File: config.mk
export PLATFORM = sky130hd
export DESIGN_NAME = lane_assist
export DESIGN_NICKNAME = d
export VERILOG_FILES = /design/src/rtl/lane_assist.sv
export SDC_FILE = /design/constraint.sdc
export NUM_CORES = 1
export LEC_CHECK = 0
export BUFFER_PORTS_ARGS = -buffer_cell sky130_fd_sc_hd__clkbuf_2
export CORE_AREA = 2 2 39 41
export DETAILED_ROUTE_END_ITERATION = 7
export DIE_AREA = 0 0 41 43
export PLACE_DENSITY = 0.8
export SETUP_SLACK_MARGIN = 0.4
export SLEW_MARGIN = 15
export SYNTH_ARGS = -nofsm -noshare
export SYNTH_HDL_FRONTEND = slang
export SYNTH_SLANG_ARGS = --single-unit
File: constraint.sdc
create_clock -name CLK -period 3.88 [get_ports CLK]
set_input_delay 0.776 -clock CLK [delete_from_list [all_inputs] [get_ports CLK]]
set_output_delay 0.776 -clock CLK [all_outputs]
set_load 0.01 [all_outputs]
File: src/rtl/lane_assist.sv
// Lane-keeping assist controller: turns lane-drift sensor requests into a
// registered 3-bit steering-correction code, escalating NUDGE to STEER
// when the same drift request persists.
module lane_assist #(
  parameter int unsigned ESC_CYCLES = 2,
  parameter int unsigned CNT_W      = 8
) (
  input  logic       CLK,
  input  logic       RST,
  input  logic       assist_right,
  input  logic       assist_left,
  input  logic       assist_disable,
  output logic [2:0] lane
);

  // State encodings match the lane code each state drives.
  localparam logic [2:0] ST_CENTER   = 3'b010;
  localparam logic [2:0] ST_NUDGE_L  = 3'b110;
  localparam logic [2:0] ST_STEER_L  = 3'b100;
  localparam logic [2:0] ST_NUDGE_R  = 3'b011;
  localparam logic [2:0] ST_STEER_R  = 3'b001;
  localparam logic [2:0] ST_DISABLED = 3'b000;
  localparam logic [2:0] ST_CONFLICT = 3'b111;

  localparam logic [CNT_W-1:0] CNT_ZERO = '0;
  localparam logic [CNT_W-1:0] CNT_MAX  = '1;
  localparam logic [CNT_W-1:0] ESC_LAST = CNT_W'(ESC_CYCLES - 1);

  logic [2:0]       state;
  logic [2:0]       state_nxt;
  logic [CNT_W-1:0] cnt;
  logic [CNT_W-1:0] cnt_nxt;
  logic [2:0]       lane_nxt;
  logic             state_legal;
  logic             req_r_only;
  logic             req_l_only;

  // Flag encodings outside the seven defined states.
  always_comb begin
    state_legal = 1'b1;
    if (state == 3'b101) state_legal = 1'b0;
  end

  // Decode the single-direction requests.
  always_comb begin
    req_r_only = assist_right & ~assist_left;
    req_l_only = assist_left & ~assist_right;
  end

  // Next-state and escalation counter, disable > conflict > drift > idle.
  always_comb begin
    state_nxt = ST_CENTER;
    cnt_nxt   = CNT_ZERO;
    if (!state_legal) begin
      state_nxt = ST_CENTER;
      cnt_nxt   = CNT_ZERO;
    end else if (assist_disable) begin
      state_nxt = ST_DISABLED;
      cnt_nxt   = CNT_ZERO;
    end else if (assist_right && assist_left) begin
      state_nxt = ST_CONFLICT;
      cnt_nxt   = CNT_ZERO;
    end else if (req_r_only) begin
      case (state)
        ST_NUDGE_L: begin
          if (cnt == ESC_LAST) begin
            state_nxt = ST_STEER_L;
            cnt_nxt   = CNT_ZERO;
          end else begin
            state_nxt = ST_NUDGE_L;
            cnt_nxt   = (cnt == CNT_MAX) ? cnt : cnt + CNT_W'(1);
          end
        end
        ST_STEER_L: begin
          state_nxt = ST_STEER_L;
          cnt_nxt   = CNT_ZERO;
        end
        default: begin
          state_nxt = ST_NUDGE_L;
          cnt_nxt   = CNT_ZERO;
        end
      endcase
    end else if (req_l_only) begin
      case (state)
        ST_NUDGE_R: begin
          if (cnt == ESC_LAST) begin
            state_nxt = ST_STEER_R;
            cnt_nxt   = CNT_ZERO;
          end else begin
            state_nxt = ST_NUDGE_R;
            cnt_nxt   = (cnt == CNT_MAX) ? cnt : cnt + CNT_W'(1);
          end
        end
        ST_STEER_R: begin
          state_nxt = ST_STEER_R;
          cnt_nxt   = CNT_ZERO;
        end
        default: begin
          state_nxt = ST_NUDGE_R;
          cnt_nxt   = CNT_ZERO;
        end
      endcase
    end else begin
      state_nxt = ST_CENTER;
      cnt_nxt   = CNT_ZERO;
    end
  end

  // Decode the upcoming state into its lane code so lane is registered.
  always_comb begin
    lane_nxt = 3'b010;
    case (state_nxt)
      ST_CENTER:   lane_nxt = 3'b010;
      ST_NUDGE_L:  lane_nxt = 3'b110;
      ST_STEER_L:  lane_nxt = 3'b100;
      ST_NUDGE_R:  lane_nxt = 3'b011;
      ST_STEER_R:  lane_nxt = 3'b001;
      ST_DISABLED: lane_nxt = 3'b000;
      ST_CONFLICT: lane_nxt = 3'b111;
      default:     lane_nxt = 3'b010;
    endcase
  end

  // State, counter and lane registers; reset returns to CENTER at once.
  always_ff @(posedge CLK or posedge RST) begin
    if (RST) begin
      state <= ST_CENTER;
      cnt   <= CNT_ZERO;
      lane  <= 3'b010;
    end else begin
      state <= state_nxt;
      cnt   <= cnt_nxt;
      lane  <= lane_nxt;
    end
  end

endmodule

==> summary.txt <==
Timing
  – Final Cycle Share: 43.67%
  – Endpoints failing setup: 0
  – RSZ-0062 raised after global routing: no
  – WHS: 484.5 ps
  – Final Slew Violations: 0
  – Actual slew at the worst max-slew pin: 511.5 ps
  – Post-layout minimum cycle time: 1694 ps
  – Fmax: 0.5902 GHz
  – Fin. Hold Viols: 0
  – Setup_tns: 0 ps
  – Clk_skew: 3.759 ps
  – Slew margin rel.: 65.86%

Global route
  – GRT busiest layer: met2
  – Largest net degree at the start of global routing: 15
  – Met1 usage: 21.11%
  – Global-route wire length before repair: 1.959 mm
  – Number of global-route vias before repair: 492
  – GR Layer Usage met3: 5.236%
  – Grt ovf: 0
  – GRT Overall Usage: 16.94%
  – Initial antenna violation count: 0
  – Met2 usage: 24.69%

Route
  – Iteration-0 DRC Markers: 10
  – DR pass1 iterations: 3
  – Antenna-violating nets left: 0
  – # DRC: 0
  – Via count: 496
  – Routed WL per cell: 12.35 um
  – Via/cell ratio: 5.333
  – Final WL: 1.149 mm

Layout
  – Layout Nets: 85
  – Ant diodes: 0
  – Layout cells sized above 1: 23.38%
  – Fillers: 126
  – Syn-to-layout area delta: 11.55%

Clock network
  – Setup Buffers After CTS: 0
  – Clock Sinks: 14
  – Post-CTS Hold Buffers: 0
  – CTS buffer count: 3
  – H-Tree Depth: 1
  – Post-CTS resize count: 0
  – CTS Buffer Depth: 2
  – TritonCTS clock tree: yes
  – Clk slew on worst S/H paths: 80 ps
  – Clock root cell: clkbuf_4
  – Worst-Skew Late Latency: 280 ps

Synthesis
  – Most instantiated library cell after synthesis: dfrtp_1
  – Synth top area cells: dfrtp_1 43%, dfstp_2 7.5%, and2_1 4.4%
  – Yosys Warn Count: 0
  – Synth top area share: 42.63%
  – Post-synthesis mux area share: 0%
  – Synth async-reset ratio: 100.0%
  – Syn nets: 73
  – Synth Register Bits: 14
  – Simple-gate share of the synthesized area: 28.60%
  – Cell count after synthesis: 66
  – Sequential area share after synthesis: 50.09%
  – Yosys top cell by area: dfrtp_1
  – Synth Area in Adders: 3.552%
  – Synth Area in Compound Gates: 12.43%
  – Synth Area in XOR/XNOR: 3.730%
  – Post-synth EDFFs: 0
  – Synth Area per Inst: 10.67 um^2
  – Synth Flop Type: dfrtp_1
  – Synthesized cell area: 704.4 um^2
  – Largest family of logic cells by synthesized area: simple AND/OR/NAND/NOR gates
  – Synth cell types: 26
  – Synth cell count leaders: 12 x dfrtp_1, 8 x nor2_1, 5 x and2_1

Worst setup path
  – Slowest-stage cell, CP: dfstp_2
  – Worst setup path category: reg -> out
  – CP Cell Sequence: clkbuf_2
  – CP startpoint: lane[1]
  – Critical Path AT: 920 ps
  – Crit-path max cell delay: 520 ps
  – Worst setup EP type: output pin
  – Critical R2R Launch: cnt[0]
  – Family with the most delay on the worst path: flip-flops
  – Crit-path max FO: 1
  – Worst Path Buf+Inv: 1
  – Startpoint Class: register
  – CP Data Required Time: 3100 ps

Floorplanning
  – Core area: 1384 um^2
  – Die width: 41 um
  – Die Ht: 43 um
  – Initial core utilization: 50.90%
  – Full die area: 1763 um^2
  – Row Count: 14
  – IO Count: 8

Job
  – Max cap viols: 0

Worst hold path
  – Min-Delay Path Class: in -> async

Placed design
  – DP HPWL: 880 um
  – Gpl congestion: 0.7915
  – Port Buffers: 7

Power
  – Leak: 0.3478 nW
  – Pwr per Cell Area: 329.8 nW/um^2
  – IR drop worst, VDD: 0.0001689 V

Outcome
  – Status: finished clean
sequential cells by signal, summed over array words and instances (netlist names):
name	cells
lane	3
state	3
cnt	8
path summary, 6_finish.rpt:
check                      endpoint  slack [ps]  depth (start not counted)
max                         lane[1]        2190                          1
min                          cnt[3]         480                          2
max reg2reg                  cnt[6]        2400                          5
min reg2reg                  cnt[6]         600                          2
max in group asynchronous   lane[1]        3030                          2
min in group CLK             cnt[6]         600                          2
layout by cell type, fill, tap and decap left out, types with 3 or more instances in the layout:
cell,Yosys,routed
nor2_1,8,8
and2_1,5,5
nor2b_1,3,3
clkbuf_2,0,7
clkbuf_4,0,3
nor3_1,3,3
and3b_1,3,3
inv_1,3,3
dfrtp_1,12,12
logic make-up (layout without fill, tap and decap cells):
kind of cell,after synthesis,in the layout
adder cells (fa/ha/maj),2,2
flip-flops,14,14
AO/OA/AOI/OAI,11,11
buffers and inverters,3,14
XOR/XNOR,3,3
AND/OR/NAND/NOR,33,33
cell type report:
cell class              instances  area [um^2]  area share, %
clock buffers                   4        26.28          3.344
inverters                       3        11.26          1.433
multi-input cells              49        340.3          43.31
flip-flops and latches         14        352.8          44.90
well taps                      16        20.02          2.548
repair buffers                  7        35.03          4.459
per-layer routing:
layer	vias up	share of wire (%)
met5	-	0
met4	0	1.7
met3	2	3.8
met2	8	46
met1	231	49
li1	255	-
stage by stage:
step	instances	setup slack, ps	cell area (um^2)	total power [mW]	utilization (%)
3_5_place_dp	89	2178	759.5	0.1757	54.88
3_3_place_gp	89	2230	759.5	0.1750	54.88
2_1_floorplan	66	2377	704.4	0.1683	-
6_report	93	2186	785.8	0.2591	56.78
4_1_cts	93	2179	785.8	0.2622	56.78
5_1_grt	93	2170	785.8	0.2719	56.78
where the power goes:
group | switching (mW) | internal, mW | leakage (nW) | total (mW)
logic | 0.0105 | 0.00823 | 0.148 | 0.0187
registers | 0.00211 | 0.152 | 0.184 | 0.154
clock network | 0.0467 | 0.0400 | 0.0150 | 0.0867
(Power assumes the default switching activity.)
